$ cat src/rtl/xfer_sequencer.sv
// Frame sequencer around the byte-to-word datapath: loads N_BYTES bytes, starts
// the packer, waits for done, then streams the N_BYTES/2 packed words back out.
module xfer_sequencer #(
  parameter int N_BYTES      = 32,
  parameter int DONE_TIMEOUT = 255
) (
  input  logic                       clk,
  input  logic                       rst_n,
  input  logic                       abort,
  input  logic                       in_valid,
  input  logic [7:0]                 in_data,
  output logic                       in_ready,
  output logic                       out_valid,
  output logic [15:0]                out_data,
  input  logic                       out_ready,
  output logic                       fsm_wr_en,
  output logic [$clog2(N_BYTES)-1:0] fsm_wr_add,
  output logic [7:0]                 fsm_data_wr,
  output logic                       fsm_op_mode,
  output logic [$clog2(N_BYTES)-2:0] fsm_rd_add,
  input  logic [15:0]                fsm_data_out,
  input  logic                       fsm_done,
  output logic                       frame_done,
  output logic                       err
);

  localparam int AW      = $clog2(N_BYTES);
  localparam int WW      = AW - 1;
  localparam int N_WORDS = N_BYTES / 2;

  localparam logic [AW-1:0] LAST_BYTE = AW'(N_BYTES - 1);
  localparam logic [WW-1:0] LAST_WORD = WW'(N_WORDS - 1);
  localparam logic [7:0]    TMO       = 8'(DONE_TIMEOUT);

  typedef enum logic [2:0] {
    S_LOAD,
    S_FLUSH,
    S_START,
    S_WAIT,
    S_RD_ADDR,
    S_RD_CAP,
    S_PRESENT,
    S_ERR
  } state_t;

  state_t          r_state;
  state_t          w_next;

  logic [AW-1:0]   r_bcnt;
  logic [WW-1:0]   r_widx;
  logic [7:0]      r_tcnt;
  logic            r_out_valid;
  logic [15:0]     r_out_data;
  logic            r_wr_en;
  logic [AW-1:0]   r_wr_add;
  logic [7:0]      r_data_wr;
  logic            r_op_mode;
  logic [WW-1:0]   r_rd_add;
  logic            r_err;

  logic            w_in_ready;
  logic            w_accept;
  logic            w_out_hs;
  logic            w_last_byte;
  logic            w_last_word;
  logic            w_timeout;

  // abort masks both handshakes so it wins over any transfer on the same edge
  assign w_in_ready  = (r_state == S_LOAD);
  assign w_accept    = w_in_ready && in_valid && !abort;
  assign w_out_hs    = (r_state == S_PRESENT) && out_ready && !abort;
  assign w_last_byte = (r_bcnt == LAST_BYTE);
  assign w_last_word = (r_widx == LAST_WORD);
  assign w_timeout   = (r_tcnt == TMO);

  always_comb begin
    w_next = r_state;
    if (abort) begin
      w_next = S_LOAD;
    end else begin
      case (r_state)
        S_LOAD:    if (w_accept && w_last_byte) w_next = S_FLUSH;
        S_FLUSH:   w_next = S_START;
        S_START:   w_next = S_WAIT;
        S_WAIT: begin
          if (fsm_done)       w_next = S_RD_ADDR;
          else if (w_timeout) w_next = S_ERR;
        end
        S_RD_ADDR: w_next = S_RD_CAP;
        S_RD_CAP:  w_next = S_PRESENT;
        S_PRESENT: begin
          if (out_ready) w_next = w_last_word ? S_LOAD : S_RD_ADDR;
        end
        S_ERR:     w_next = S_ERR;
        default:   w_next = S_LOAD;
      endcase
    end
  end

  always_ff @(posedge clk or negedge rst_n) begin
    if (!rst_n) begin
      r_state <= S_LOAD;
    end else begin
      r_state <= w_next;
    end
  end

  always_ff @(posedge clk or negedge rst_n) begin
    if (!rst_n) begin
      r_bcnt      <= '0;
      r_widx      <= '0;
      r_tcnt      <= '0;
      r_out_valid <= 1'b0;
      r_out_data  <= '0;
      r_wr_en     <= 1'b0;
      r_wr_add    <= '0;
      r_data_wr   <= '0;
      r_op_mode   <= 1'b0;
      r_rd_add    <= '0;
      r_err       <= 1'b0;
    end else if (abort) begin
      r_bcnt      <= '0;
      r_widx      <= '0;
      r_tcnt      <= '0;
      r_out_valid <= 1'b0;
      r_wr_en     <= 1'b0;
      r_op_mode   <= 1'b0;
      r_err       <= 1'b0;
    end else begin
      // Write port: the strobe trails the accepted byte by one cycle, so the
      // final write lands in FLUSH and never coincides with op_mode in START.
      r_wr_en   <= w_accept;
      r_op_mode <= (r_state == S_FLUSH);
      if (w_accept) begin
        r_wr_add  <= r_bcnt;
        r_data_wr <= in_data;
        r_bcnt    <= r_bcnt + 1'b1;
      end

      if (r_state == S_WAIT) begin
        r_tcnt <= r_tcnt + 1'b1;
      end else begin
        r_tcnt <= '0;
      end

      if ((r_state == S_WAIT) && !fsm_done && w_timeout) begin
        r_err <= 1'b1;
      end

      // Read port: the address is registered on entry to RD_ADDR so the
      // datapath's one-edge read latency lands its word in RD_CAP.
      if ((r_state == S_WAIT) && fsm_done) begin
        r_widx   <= '0;
        r_rd_add <= '0;
      end

      if (r_state == S_RD_CAP) begin
        r_out_data  <= fsm_data_out;
        r_out_valid <= 1'b1;
      end

      if (w_out_hs) begin
        r_out_valid <= 1'b0;
        if (w_last_word) begin
          r_widx <= '0;
          r_bcnt <= '0;
        end else begin
          r_widx   <= r_widx + 1'b1;
          r_rd_add <= r_widx + 1'b1;
        end
      end
    end
  end

  assign in_ready    = w_in_ready;
  assign out_valid   = r_out_valid;
  assign out_data    = r_out_data;
  assign fsm_wr_en   = r_wr_en;
  assign fsm_wr_add  = r_wr_add;
  assign fsm_data_wr = r_data_wr;
  assign fsm_op_mode = r_op_mode;
  assign fsm_rd_add  = r_rd_add;
  assign frame_done  = w_out_hs && w_last_word;
  assign err         = r_err;

endmodule

$ cat config.mk
export PLATFORM = sky130hd
export DESIGN_NAME = xfer_sequencer
export DESIGN_NICKNAME = d
export VERILOG_FILES = /design/src/rtl/xfer_sequencer.sv
export SDC_FILE = /design/constraint.sdc
export NUM_CORES = 1
export LEC_CHECK = 0
export ABC_AREA = 0
export CORE_UTILIZATION = 40
export DETAILED_ROUTE_END_ITERATION = 16
export PLACE_DENSITY = 0.77
export SLEW_MARGIN = 25
export SYNTH_ARGS = -nofsm -noshare
export SYNTH_HDL_FRONTEND = slang
export SYNTH_SLANG_ARGS = --single-unit
$ cat constraint.sdc
create_clock -name clk -period 1.6 [get_ports clk]
set_input_delay 0.32 -clock clk [delete_from_list [all_inputs] [get_ports clk]]
set_output_delay 0.32 -clock clk [all_outputs]
set_load 0.005 [all_outputs]
Yosys cells after proc, flatten, opt, wreduce, memory -nomap -nowiden
Index checks and enable logic that the tools add are counted.
{"block": "totals", "out_inout_bits": 39, "regBits": 57, "inputBits": 30}
{"block": "op_classes", "bitwise_logic": 1, "reduce_logical": 18, "n_eq_ne": 13, "n_mux": 27, "n_addsub": 3}
{"cell": "2-to-1 mux 4 bit", "count": 7}
{"cell": "case mux 3 bit (8 select lines)", "count": 1}
{"cell": "2-to-1 mux 5 bit", "count": 4}
{"cell": "2-to-1 mux 3 bit", "count": 6}
{"cell": "2-to-1 mux 8 bit", "count": 2}
{"cell": "equality test 3 bit (second input constant)", "count": 4}
{"cell": "logical AND 1 bit", "count": 9}
{"cell": "adder 8 x 1 -> 8 bit (second input constant)", "count": 1}
{"cell": "equality test 8 bit (second input constant)", "count": 1}
{"cell": "2-to-1 mux 1 bit", "count": 7}
{"cell": "equality test 3 x 2 -> 1 bit (second input constant)", "count": 2}
{"cell": "nonzero test 3 bit", "count": 2}
{"cell": "adder 5 x 1 -> 5 bit (second input constant)", "count": 1}
{"cell": "equality test 5 bit (second input constant)", "count": 1}
{"cell": "adder 4 x 1 -> 4 bit (second input constant)", "count": 1}
{"cell": "equality test 4 bit (second input constant)", "count": 1}
{"cell": "!= test 4 bit (second input constant)", "count": 1}
{"cell": "AND reduction 2 bit", "count": 2}
{"cell": "equality test 3 x 1 -> 1 bit (second input constant)", "count": 1}
{"cell": "logical NOT 3 bit", "count": 1}
{"cell": "!= test 3 x 2 -> 1 bit (second input constant)", "count": 1}
{"cell": "!= test 3 bit (second input constant)", "count": 1}
{"cell": "AND reduction 3 bit", "count": 1}
{"cell": "logical NOT 1 bit", "count": 2}
{"cell": "2 further kinds", "count": 2}

Depth between registers and ports, before layout
Gate-level depths: netlist of run 1.
{"block": "depth", "word_depth": 7, "depth_mapped": 6, "depth_no_buf": 6}

Worst setup path after synthesis of run 1
OpenSTA, ideal clock, no wires.
{"block": "synth_path", "path_type": "register to register", "from": "reg r_state[2]", "to": "reg r_data_wr[4], in the netlist fsm_data_wr[4]", "t_arrival_ns": 1.499, "required_ns": 1.473, "path_stages_with_launch": 7, "setup_slack_ns": -0.027, "synth_period_minus_slack_ns": 1.627, "n_path_buf": 2, "setup_ns": 0.127, "path_cell_list": "dfrtp_1 > or3_1 > buf_2 > inv_2 > nand2_2 > buf_6 > mux2_1"}
{"block": "synth_between", "elab_chain_len": 4}
{"element": "start: declaration", "line": "46", "source": "state_t r_state;"}
{"element": "start signal: assignment", "line": "104", "source": "r_state <= w_next;"}
{"element": "logical NOT 3 bit", "line": "69", "source": "assign w_in_ready = (r_state == S_LOAD);"}
{"element": "named net in_ready", "line": "12", "source": "output logic in_ready,"}
{"element": "logical AND 1 bit (2 in a row)", "line": "70", "source": "assign w_accept = w_in_ready && in_valid && !abort;"}
{"element": "AND reduction 2 bit (no line)"}
{"element": "end signal: assignment", "line": "136", "source": "r_data_wr <= in_data;"}
{"element": "end: declaration", "line": "56", "source": "logic [7:0] r_data_wr;"}
The timed path passes the listed nets, and every way through them passes these cells.
A chain may end at the register's enable or synchronous reset.

Worst setup path after layout of run 1
{"block": "layout_path", "from": "reg r_state[0]", "to": "out frame_done"}
{"block": "layout_between", "elab_chain_len": 4}
{"element": "equality test 3 bit", "line": "71", "source": "assign w_out_hs = (r_state == S_PRESENT) && out_ready && !abort;"}
{"element": "logical AND 1 bit (2 in a row)", "line": "71"}
{"element": "logical AND 1 bit", "line": "183", "source": "assign frame_done = w_out_hs && w_last_word;"}
{"element": "end: declaration", "line": "23", "source": "output logic frame_done,"}
Every way passes these cells.

==> flow_metrics.env, run 1 <==
export IMPL_p_switching_uw=679
export IMPL_skew_ps=6.12
export IMPL_synth_async_sr_flop_share_pct=100
export IMPL_start_util_pct=41.7
export IMPL_final_setup_viol_count=29
export IMPL_cp_required_ps=1280
export IMPL_yosysSeqAreaShare_pct=57.4
export IMPL_num_fill_cells=431
export IMPL_cts_htree_levels=3
export IMPL_final_cell_mix="clkdlybuf4s50_1 (64), dfrtp_1 (57), buf_4 (25), mux2_2 (20), inv_1 (12)"
export IMPL_power_frac_comb_pct=10.4
export IMPL_synth_seq_cells=57
export IMPL_clk_pin_slew_ps=60
export IMPL_postSynthAreaPerCell_um2=12.2
export IMPL_cts_sinks=57
export IMPL_cts_buffer_depth=2
export IMPL_ys_types=42
export IMPL_clk_latency_ps=330
export IMPL_power_density_nw_per_um2=806
export IMPL_drt_wl_total_um=5560
export IMPL_nets=343
export IMPL_cts_inserted_buffers=9
export IMPL_grt_start_max_net_pins=40
export IMPL_rows=28
export IMPL_p_int_uw=2500
export IMPL_startpoint_type="register"
export IMPL_ir_worst_vdd_mv=0.450
export IMPL_dpl_worst_slack_ps=-558
export IMPL_cts_root_buf="clkbuf_8"
export IMPL_synth_edf_count=0
export IMPL_drive_above_1_share_pct=34.5
export IMPL_grt_usage_pct=18.1
export IMPL_avgRoutedWirePerCell_um=14.3
export IMPL_status="finished, violations left"
export IMPL_slew_violations=0
export IMPL_end_kind="output pin"
export IMPL_rsz0062_at_grt="true"
export IMPL_grt_overflow=0
export IMPL_tightestPinTransition_ps=463
export IMPL_fin_crit_sh_pct=109
export IMPL_cp_arrival_ps=1430
export IMPL_fmax_ghz=0.572
export IMPL_syn_nets=237
export IMPL_max_stage_delay_ps=400
export IMPL_diodes=0
export IMPL_final_core_util_pct=66.2
export IMPL_grt_pass1_wl_um=8770
export IMPL_synth_flop_cell="dfrtp_1"
export IMPL_mostFrequentLayoutCell="clkdlybuf4s50_1"
export IMPL_area_delta_synth_final_pct=58.8
export IMPL_min_period_ps=1750
export IMPL_violations="setup timing"
export IMPL_p_leak_uw=0.00176
export IMPL_dr_first_iter_drc_count=72
export IMPL_die_w_um=80.8
export IMPL_worst_setup_path_type="register to output pin"
export IMPL_drt_pass1_iterations=4
export IMPL_fin_ws_ps=-147
export IMPL_regArea_um2=1430
export IMPL_io_pin_count=69
export IMPL_swShare_pct=21.4
export IMPL_ant_nets=0
export IMPL_cts_tree="yes"
export IMPL_max_slew_margin_rel_pct=69.0
export IMPL_synth_cell_area_um2=2480
export IMPL_syn_inst=203
export IMPL_globalplace_congestion=0.730
export IMPL_core_area_um2=5960
export IMPL_hpwl_um=3470
export IMPL_drc=0
export IMPL_path_cells="nor4bb_2 > buf_4 > and3_4 > buf_6"
export IMPL_yosysWarnings=0
export IMPL_via_per_inst=5.01
export IMPL_die_area_um2=6530
export IMPL_port_buffers=68
export IMPL_hold_viol=0
export IMPL_max_cap_violations=0
export IMPL_multiInputGateArea_um2=1150
export IMPL_p_clk_share_pct=41.9
export IMPL_grt_pass1_vias=1897
export IMPL_power_frac_seq_pct=47.7
export IMPL_worstPathMaxFanout=2
export IMPL_antenna_found_initial=0
export IMPL_vias=1944
export IMPL_hold_class="primary input to async pin"
export IMPL_fin_setup_tns_ps=-1450
export IMPL_crit_slowest_cell="dfrtp_1"
export IMPL_dieHeight_um=80.8
## power groups by stage
stage	logic [uW]	clock network, uW	registers, uW
after floorplan	67.5	0	1540
after global placement	289	0	1540
after detailed placement	294	0	1540
after CTS	321	1360	1520
after global routing	361	1430	1520
final	330	1330	1520
## metrics by stage
step	std cells	power, uW	hold slack [ps]	area, um2
global route	388	3310	503	3950
CTS	385	3200	466	3820
finish	388	3180	459	3950
detailed placement	361	1830	285	3420
floorplan	203	1610	24.4	2500
global placement	361	1830	285	3420
## cell families (layout without fill, tap and decap cells)
logic type / Yosys count / count (layout) / synth area share (%)
muxes: 31 / 31 / 14.0
buffers and inverters: 23 / 132 / 4.13
xor gates and xnor gates: 5 / 5 / 1.76
AOI/OAI and AO/OA: 37 / 37 / 9.32
adders and majority gates: 4 / 4 / 2.02
DFF: 57 / 57 / 57.4
and+or+nand+nor: 46 / 47 / 11.4
## repair_timing
| action | in CTS | in global routing |
|---|---|---|
| setup buffers | 6 | 3 |
| gates cloned | 2 | 0 |
| resized for setup | 35 | 20 |
| hold buffers | 1 | 0 |
| endpoints found under the hold margin | 18 | 0 |
| setup endpoints to repair | 41 | 42 |
| pin swaps | 10 | 5 |
## path summary, 6_finish.rpt
kind	from	end	slack [ps]	cells after the start
max	r_state[0]	frame_done	-150	4
max in group asynchronous	rst_n	r_tcnt[6]	600	3
min in group clk	r_tcnt[0]	r_tcnt[0]	480	1
min	rst_n	out_data[13]	460	2
max reg2reg	r_state[1]	r_bcnt[2]	-110	5
min reg2reg	r_tcnt[0]	r_tcnt[0]	480	1
## registers in the layout, indices dropped and copies added (netlist names), 3 cells and up
signal	cells
out_data	16
fsm_data_wr	8
r_tcnt	8
fsm_wr_add	5
r_bcnt	5
fsm_rd_add	4
r_widx	4
r_state	3
## routing by layer
layer	vias up	global-route usage [%]	share of wire [%]
met2	48	29.6	48
met4	0	8.93	1.7
li1	954	-	-
met5	-	0	0
met1	932	22.1	45
met3	10	5.06	5.3
## layout make-up
| type | count | share of cell area [%] |
|---|---|---|
| clock inverter | 3 | 1.01 |
| multi-input combinational | 124 | 29.2 |
| sequential | 57 | 36.2 |
| timing repair buffer | 104 | 26.0 |
| inverter | 13 | 1.30 |
| tap | 75 | 2.38 |
| clock buffer | 12 | 3.93 |
## critical path, delay by kind of cell (launching register included)
kind,cells,cell delay (ps)
AND/OR/NAND/NOR,2,450
buffers and inverters,2,250
flip-flops,1,400
## cell usage after synthesis (all sizes together), types with 2 or more instances
| cell type | number | area (um2) |
|---|---|---|
| o22ai | 3 | 18.8 |
| dfrtp | 57 | 1430 |
| nand2 | 3 | 13.8 |
| or3 | 7 | 43.8 |
| xnor2 | 3 | 26.3 |
| nand4bb | 2 | 22.5 |
| and4b | 2 | 20.0 |
| nor3 | 2 | 10.0 |
| or4 | 2 | 15.0 |
| mux2i | 2 | 20.0 |
| nor2 | 5 | 18.8 |
| buf | 6 | 38.8 |
| o31ai | 2 | 15.0 |
| o2bb2ai | 2 | 17.5 |
| and3 | 5 | 31.3 |
| ha | 4 | 50.1 |
| clkbuf | 4 | 15.0 |
| a21oi | 14 | 70.1 |
| mux2 | 29 | 327 |
| xor2 | 2 | 17.5 |
| nand3 | 10 | 50.1 |
| inv | 13 | 48.8 |
| nor2b | 3 | 18.8 |
| o21ai | 8 | 40.0 |
Note: power is estimated with default switching activity, not from simulation.
==> inputs of run 2 (changes only) <==
CAP_MARGIN = 20   (was default)
==> results of run 2 <==
Final layout, timing and power as in run 1 (identical DEF).
==> inputs of run 3 (changes only) <==
CORE_UTILIZATION = 45   (was 40)
CTS_BUF_LIST = sky130_fd_sc_hd__clkbuf_8   (was default)
PLACE_DENSITY = 0.85   (was 0.77)
==> flow_metrics.env, run 3 (synthesized netlist as in run 1, its figures left out) <==
export IMPL_final_cell_mix="clkdlybuf4s50_1 (63), dfrtp_1 (57), buf_4 (31), mux2_2 (16), mux2_4 (13)"
export IMPL_clk_pin_slew_ps=60
export IMPL_hold_class="primary input to async pin"
export IMPL_status="finished, violations left"
export IMPL_skew_ps=7.37
export IMPL_cts_htree_levels=3
export IMPL_max_slew_margin_rel_pct=69.0
export IMPL_hold_slack_ps=464
export IMPL_cts_sinks=57
export IMPL_dieHeight_um=76.3
export IMPL_cp_arrival_ps=1420
export IMPL_dpl_worst_slack_ps=-618
export IMPL_core_area_um2=5200
export IMPL_fin_ws_ps=-142
export IMPL_grt_pass1_wl_um=9560
export IMPL_antenna_found_initial=0
export IMPL_swShare_pct=20.8
export IMPL_max_cap_violations=0
export IMPL_max_stage_delay_ps=390
export IMPL_p_clk_share_pct=44.9
export IMPL_diodes=0
export IMPL_startpoint_type="register"
export IMPL_die_w_um=76.3
export IMPL_worst_setup_path_type="register to output pin"
export IMPL_start_util_pct=47.7
export IMPL_layout_cells_non_filler=389
export IMPL_slew_violations=0
export IMPL_vias=2029
export IMPL_crit_buf_inv=3
export IMPL_regToRegSetupSlack_ps=-140
export IMPL_ir_worst_vdd_mv=0.785
export IMPL_critPathTopFamily="flip-flops"
export IMPL_via_per_inst=5.22
export IMPL_drc=0
export IMPL_grt_pass1_vias=2003
export IMPL_mostFrequentLayoutCell="clkdlybuf4s50_1"
export IMPL_place_area_um2=3420
export IMPL_rsz0062_at_grt="true"
export IMPL_final_cell_area_um2=4010
export IMPL_die_area_um2=5820
export IMPL_drt_wl_total_um=6220
export IMPL_path_cells="buf_4 > or3_4 > inv_4 > buf_6"
export IMPL_port_buffers=68
export IMPL_ant_nets=0
export IMPL_io_pin_count=69
export IMPL_clk_latency_ps=330
export IMPL_cp_required_ps=1280
export IMPL_grt_overflow=0
export IMPL_fin_crit_sh_pct=109
export IMPL_avgRoutedWirePerCell_um=16.0
export IMPL_final_setup_viol_count=40
export IMPL_worstPathMaxFanout=2
export IMPL_p_switching_uw=703
export IMPL_grt_start_max_net_pins=24
export IMPL_min_period_ps=1740
export IMPL_tightestPinTransition_ps=463
export IMPL_globalplace_congestion=0.810
export IMPL_nets=348
export IMPL_largest_register_ff_count=16
export IMPL_p_int_uw=2670
export IMPL_dr_first_iter_drc_count=111
export IMPL_crit_slowest_cell="dfrtp_1"
export IMPL_power_frac_seq_pct=45.0
export IMPL_cts_tree="yes"
export IMPL_end_kind="output pin"
export IMPL_dp_cells=357
export IMPL_area_delta_synth_final_pct=61.4
export IMPL_power_frac_comb_pct=10.1
export IMPL_violations="setup timing"
export IMPL_drive_above_1_share_pct=35.4
export IMPL_grt_usage_pct=21.3
export IMPL_drt_pass1_iterations=4
export IMPL_p_leak_uw=0.00183
export IMPL_rows=26
export IMPL_hold_viol=0
export IMPL_cts_root_buf="clkbuf_8"
export IMPL_cts_buffer_depth=2
export IMPL_cts_inserted_buffers=9
export IMPL_num_fill_cells=316
export IMPL_fmax_ghz=0.574
export IMPL_hpwl_um=3700
export IMPL_power_density_nw_per_um2=842
run 3: final timing paths:
| path | from | end | depth (start not counted) |
|---|---|---|---|
| max | r_state[0] | in_ready | 4 |
| min | rst_n | fsm_data_wr[4] | 2 |
| max reg2reg | r_state[0] | r_bcnt[2] | 5 |
| min reg2reg | r_tcnt[0] | r_tcnt[0] | 1 |
| max in group asynchronous | rst_n | r_tcnt[4] | 3 |
| min in group clk | r_tcnt[0] | r_tcnt[0] | 1 |
run 3: area by class of cell:
| type | instances | area [um2] | share of cell area [%] |
|---|---|---|---|
| clock buffer | 11 | 151 | 3.78 |
| multi-input combinational | 124 | 1160 | 28.9 |
| timing repair buffer | 109 | 1060 | 26.3 |
| tap | 70 | 87.6 | 2.18 |
| clock inverter | 5 | 77.6 | 1.94 |
| sequential | 57 | 1430 | 35.6 |
| inverter | 13 | 51.3 | 1.28 |
run 3: per-stage QoR:
stage / setup TNS [ps] / power [uW] / util, %
6_report: -2230 / 3370 / 77.0
5_1_grt: -4200 / 3500 / 77.0
4_1_cts: -1210 / 3380 / 73.8
3_5_place_dp: -13500 / 1840 / 65.7
3_3_place_gp: -12730 / 1830 / 65.7
2_1_floorplan: 0 / 1610 / -
run 3: power by group through the flow:
stage	clock [uW]	sequential (uW)	combinational, uW
3_3_place_gp	0	1540	289
2_1_floorplan	0	1540	67.5
4_1_cts	1540	1520	330
6_report	1510	1520	342
3_5_place_dp	0	1540	296
5_1_grt	1610	1520	367
run 3: worst reg2reg max path: stages (launching register included):
cell     delay (ps)
dfrtp_1         390
buf_4           140
or3_4           390
buf_6           140
or4_4           470
a21oi_2         140
run 3: layer usage:
| layer | GRT usage, % | up-vias | part of all wire (%) | routed length, um |
|---|---|---|---|---|
| li1 | - | 964 | - | - |
| met1 | 26.3 | 976 | 43 | 2670 |
| met2 | 34.2 | 74 | 49 | 3050 |
| met3 | 5.39 | 15 | 5.3 | 327 |
| met4 | 11.9 | 0 | 2.9 | 178 |
| met5 | 0 | - | 0 | 0 |
run 3: repair_timing:
item / in CTS / in global routing
endpoints found under the hold margin: 17 / 0
hold buffers: 1 / 0
gates resized for setup: 37 / 21
cloned: 1 / 1
pin swaps: 13 / 6
setup endpoints to repair: 19 / 46
buffers inserted: 7 / 7
==> patch 1 (flow settings as in run 3) <==
Register the output `err` once more; this adds one clock of latency there. The other outputs are not delayed to match.
--- a/src/rtl/xfer_sequencer.sv
+++ b/src/rtl/xfer_sequencer.sv
@@ -181,7 +181,9 @@
   assign fsm_op_mode = r_op_mode;
   assign fsm_rd_add  = r_rd_add;
   assign frame_done  = w_out_hs && w_last_word;
-  assign err         = r_err;
+  always_ff @(posedge clk) begin
+    err <= r_err;
+  end
 
 endmodule
 
Function: same outputs for any inputs over 10 cycles, from zero or initial values and one cycle with rst_n low; that may be too few to reach the edited logic, so the function may still have changed.
==> patch 1 against run 3 <==
The flow still finishes with violations (negative setup slack). Combinational power barely moved. Wire length rose by 9.1%. Setup slack got worse by 0.041 ns. Sequential cell count rose by 1. Power fell by 3.5%. Area after synthesis rose by 0.81%. Final area rose by 0.72%.
==> patch 1: results (changes against run 3) <==
* Clock network share of area at 5.051% (-0.66 points)
* Slowest cell on the critical path: dfrtp_2
* Peak supply drop at 0.6376 mV (-19%)
* Worst hold path type: flop to flop
* R2r worst-path depth at 7 (+2)
* Area of the multi-input gates at 1192 sq um (+2.9%)
* Synth Area in Adders at 1.999% (-0.016 points)
* Crit path to: frame_done
* Synth area leaders: dfrtp_1 (57%), mux2_2 (9.0%), mux2_1 (4.0%), a21oi_1 (2.8%), ha_1 (2.0%)
* Hold Slack at 0.3934 ns (-0.07026 ns)
* Syn_nets at 238 (+0.42%)
* Clock skew at 0.006159 ns (-0.001209 ns)
* Placed wire-length estimate at 3722 microns (+0.63%)
* Status: finished, violations left
* Avg Cell Area, Syn at 12.27 sq um (+0.31%)
* Reg-to-Reg End: out_data[1]
* Max incr delay on CP at 0.41 ns (+0.02 ns)
* First-pass GRT wire length at 11120 microns (+16%)
* Dpl cells at 358 (+0.28%)
* Area post-placement at 3441 sq um (+0.59%)
* Compound-Gate Fraction of Synth Area at 9.245% (-0.075 points)
* Post-CTS setup buffer count at 11 (+4)
* Vias in the first global route at 2311 (+15%)
* Clk sinks at 58 (+1.8%)
* Slew margin rel. at 67.70% (-1.3 points)
* Routed vias at 2122 (+4.6%)
* Post-layout nets at 349 (+0.29%)
* Layout non-clock buf frac at 26.09% (-0.25 points)
* Final Wtd Congestion at 0.8031 (-0.86%)
* Seq area share at 35.88% (+0.30 points)
* Non-filler instance count after layout at 390 (+0.26%)
* TNS Setup at -2.958 ns (-0.7299 ns)
* Share of post-route cells with drive strength above 1 at 34.69% (-0.74 points)
* Final setup fails at 37 (-7.5%)
* Largest net degree at the start of global routing at 58 (+140%)
* XOR/XNOR share of the synthesized area at 1.749% (-0.014 points)
* Sequential area share after synthesis at 57.77% (+0.34 points)
* Distinct cells, synth at 43 (+2.4%)
* CP arrival at 1.46 ns (+0.04 ns)
* Clock-pin slew on the worst setup and hold paths at 0.07 ns
* Tot GR Track Use at 24.87% (+3.5 points)
* # fillers at 325 (+2.8%)
* Failing checks: negative setup slack
* Synth async-reset ratio at 98.28% (-1.7 points)
* Leak at 1.812 nW (-0.74%)
* Initial DRT Pass Iterations at 5 (+1)
* Post-route setup slack at -0.1828 ns (-0.04092 ns)
* WL per Instance at 17.42 microns (+8.8%)
* PostCTS Resize Cnt at 61 (+65%)
==> patch 1: changes by cell type in the layout (fill, tap and decap cells not counted), sizes merged <==
cell	change
bufinv	-1
dlymetal6s2s	-1
clkinv	+1
dfxtp	+1
clkdlybuf4s50	+1
==> patch 1: through the flow <==
step                setup slack [ns]  utilization (%)
global placement             -0.4704            65.70
global route                 -0.2300            77.09
detailed placement           -0.6182            65.70
floorplan                   0.005136                -
CTS                          -0.2221            76.33
finish                       -0.1828            77.09
==> patch 1: power by group <==
part           internal (W)  total, W  switching [W]
logic              0.000223  0.000343       0.000120
registers           0.00152   0.00154      0.0000259
clock network      0.000795   0.00137       0.000577
total               0.00253   0.00326       0.000723
==> patch 1: per-layer routing <==
layer / up-vias / wire length [microns] / global-route usage (%) / part of all wire, %
met3: 21 / 257 / 4.311 / 3.8
met5: - / 0 / 0 / 0
met2: 79 / 3457 / 42.61 / 51
met4: 0 / 172 / 13.65 / 2.5
li1: 954 / - / - / -
met1: 1068 / 2903 / 29.66 / 43
==> patch 2 (config.mk and constraints of run 3) <==
Made on the original files. `N_BYTES`: 32 -> 64.
--- a/src/rtl/xfer_sequencer.sv
+++ b/src/rtl/xfer_sequencer.sv
@@ -1,7 +1,7 @@
 // Frame sequencer around the byte-to-word datapath: loads N_BYTES bytes, starts
 // the packer, waits for done, then streams the N_BYTES/2 packed words back out.
 module xfer_sequencer #(
-  parameter int N_BYTES      = 32,
+  parameter int N_BYTES      = 64,
   parameter int DONE_TIMEOUT = 255
 ) (
   input  logic                       clk,
Interface: changed (resized fsm_rd_add and fsm_wr_add); port bits go from 69 to 71. The function was not compared with the original's and may differ.
==> patch 2 against run 3 <==
Fmax is 5.9% lower. Wire length is 16% higher. Area after synthesis is 6.9% higher. Setup slack worse by 0.11 ns. Power is 4.8% higher. The run ends with negative hold slack, negative setup slack left. Sequential cell count is 4 higher. Critical endpoint is now r_bcnt[0]. Sequential share of layout area is 0.21 points higher. Critical path type is now flop to flop. Final area is 6.4% higher.
==> patch 2: results (changes against run 3) <==
* Non-filler instance count after layout at 405 (+4.1%)
* First-pass GRT wire length at 10940 microns (+14%)
* Final Wtd Congestion at 0.8145 (+0.54%)
* Status: finished, violations left
* Syn_nets at 243 (+2.5%)
* # fillers at 364 (+15%)
* Dpl cells at 371 (+3.9%)
* Post-route setup slack at -0.2506 ns (-0.1087 ns)
* Peak supply drop at 0.5599 mV (-29%)
* Top delay family on crit path: simple AND/OR/NAND/NOR gates
* Antenna cells at 0 (unchanged)
* Failing checks: negative hold slack, negative setup slack
* Dpl ws at -0.5767 ns (+0.04142 ns)
* Top post-synthesis cells by count: dfrtp_1 (61), mux2_2 (30), a21oi_1 (11)
* Crit Path Max Fanout at 6 (+4)
* Clk Latency, worst-skew pair at 0.34 ns
* Largest net degree at the start of global routing at 62 (+160%)
* Worst-margin pin slew at 0.4547 ns (-0.008187 ns)
* Post-layout nets at 362 (+4.0%)
* Synth area leaders: dfrtp_1 (58%), mux2_2 (13%), a21oi_1 (2.1%), o2bb2ai_1 (2.0%), ha_1 (1.9%)
* Final Hold Viols at 34 (+34)
* TNS Setup at -4.625 ns (-2.396 ns)
* Max FFs per register at 16 (unchanged)
* Area of the multi-input gates at 1313 sq um (+13%)
* Clock buffer depth at 2 (unchanged)
* Leak at 1.859 nW (+1.8%)
* H-tree Lvls at 3 (unchanged)
* 1st-iter DRT viols at 100 (-9.9%)
* Buffers added on ports at 70 (+2.9%)
* Internal at 0.002687 W (+0.61%)
* Share of post-route cells with drive strength above 1 at 37.54% (+2.1 points)
* DR vias/cell at 5.437 (+4.2%)
* Hold Slack at -0.01421 ns (-0.4779 ns)
* Total CTS buffers at 9 (unchanged)
* Max incr delay on CP at 0.40 ns
* Initial DRT Pass Iterations at 4 (unchanged)
* Synth warn at 0 (unchanged)
* Worst hold path type: input pin to async pin
* Tot GR Track Use at 23.66% (+2.3 points)
* Clk root buf: clkbuf_8
* Vias in the first global route at 2288 (+14%)
* Routed wire length at 7227 microns (+16%)
* CP arrival at 2.13 ns (+0.71 ns)
* Area post-placement at 3667 sq um (+7.2%)
* Clock-pin slew on the worst setup and hold paths at 0.07 ns
* Initial antenna violation count at 0 (unchanged)
* Clock skew at 0.007805 ns (+0.0004375 ns)
* Sequential area share after synthesis at 57.52% (+0.089 points)
* Post-Syn Instances at 209 (+3.0%)
* Placed wire-length estimate at 4092 microns (+11%)
* Distinct cells, synth at 42 (unchanged)
* Final setup fails at 42 (+5.0%)
[patch 2: changes by cell type after synthesis, sizes merged, moves of 3 or more]
cell     before  now
inv          13    7
a22o          0    4
and2          0    4
and3          5    1
dfrtp        57   61
nand2         3    7
nand3        10    6
o2bb2ai       2    6
a21oi        14   11
nand3b        0    3
o22ai         3    0
[patch 2: timing repair]
| item | 4_1_cts | 5_1_grt |
|---|---|---|
| setup buffers | 12 | 8 |
| endpoints found under the setup margin | 44 | 49 |
| gates resized for setup | 44 | 28 |
| pin swaps | 16 | 15 |
| gates cloned | 1 | 0 |
[patch 2: path summary, 6_finish.rpt]
path | cells past startpoint | end | from | slack [ns]
max | 7 | r_bcnt[0] | r_state[1] | -0.25
min in group clk | 1 | r_tcnt[0] | r_tcnt[0] | 0.49
max in group asynchronous | 2 | fsm_rd_add[4] | rst_n | 1.35
min reg2reg | 1 | r_tcnt[0] | r_tcnt[0] | 0.49
min | 2 | r_bcnt[3] | rst_n | -0.01
max reg2reg | 7 | r_bcnt[0] | r_state[1] | -0.25
[patch 2: area by class of cell]
type                    count  share of cell area (%)
flip-flops and latches     61                   35.79
multi-input cells         132                   30.77
repair buffers            117                   26.20
clock buffers              10                   3.227
well taps                  72                   2.112
clock inverters             6                   1.291
inverters                   7                  0.6160
[patch 2: cells by family after synthesis]
group / count (synthesis) / synth area share, %
AND/OR/NAND/NOR: 50 / 11.83
XOR/XNOR: 5 / 1.650
adder cells (fa/ha/maj): 4 / 1.886
AO/OA/AOI/OAI: 43 / 11.50
multiplexers: 30 / 12.73
buffers and inverters: 16 / 2.876
flip-flops: 61 / 57.52
[patch 2: per-layer routing]
metal | track usage (%) | part of all wire, % | routed length, microns | up-vias
li1 | - | - | - | 1014
met1 | 27.30 | 41 | 2942 | 1112
met2 | 42.70 | 53 | 3812 | 64
met3 | 5.402 | 4.6 | 329 | 12
met4 | 8.519 | 2.0 | 142 | 0
met5 | 0 | 0 | 0 | -
[patch 2: power by group through the flow]
stage	Sequential (W)	Combinational (W)	Clock, W
final	0.00165	0.000554	0.00133
after global routing	0.00165	0.000591	0.00143
after CTS	0.00164	0.000514	0.00135
after detailed placement	0.00167	0.000450	0
after global placement	0.00167	0.000437	0
after floorplan	0.00168	0.000145	0
[patch 2: worst reg2reg max path: cells and delay by family, from the launching register on]
family,cells,cell delay [ns]
AND/OR/NAND/NOR,2,0.71
AO/OA/AOI/OAI,1,0.14
buffers and inverters,4,0.53
flip-flops,1,0.40
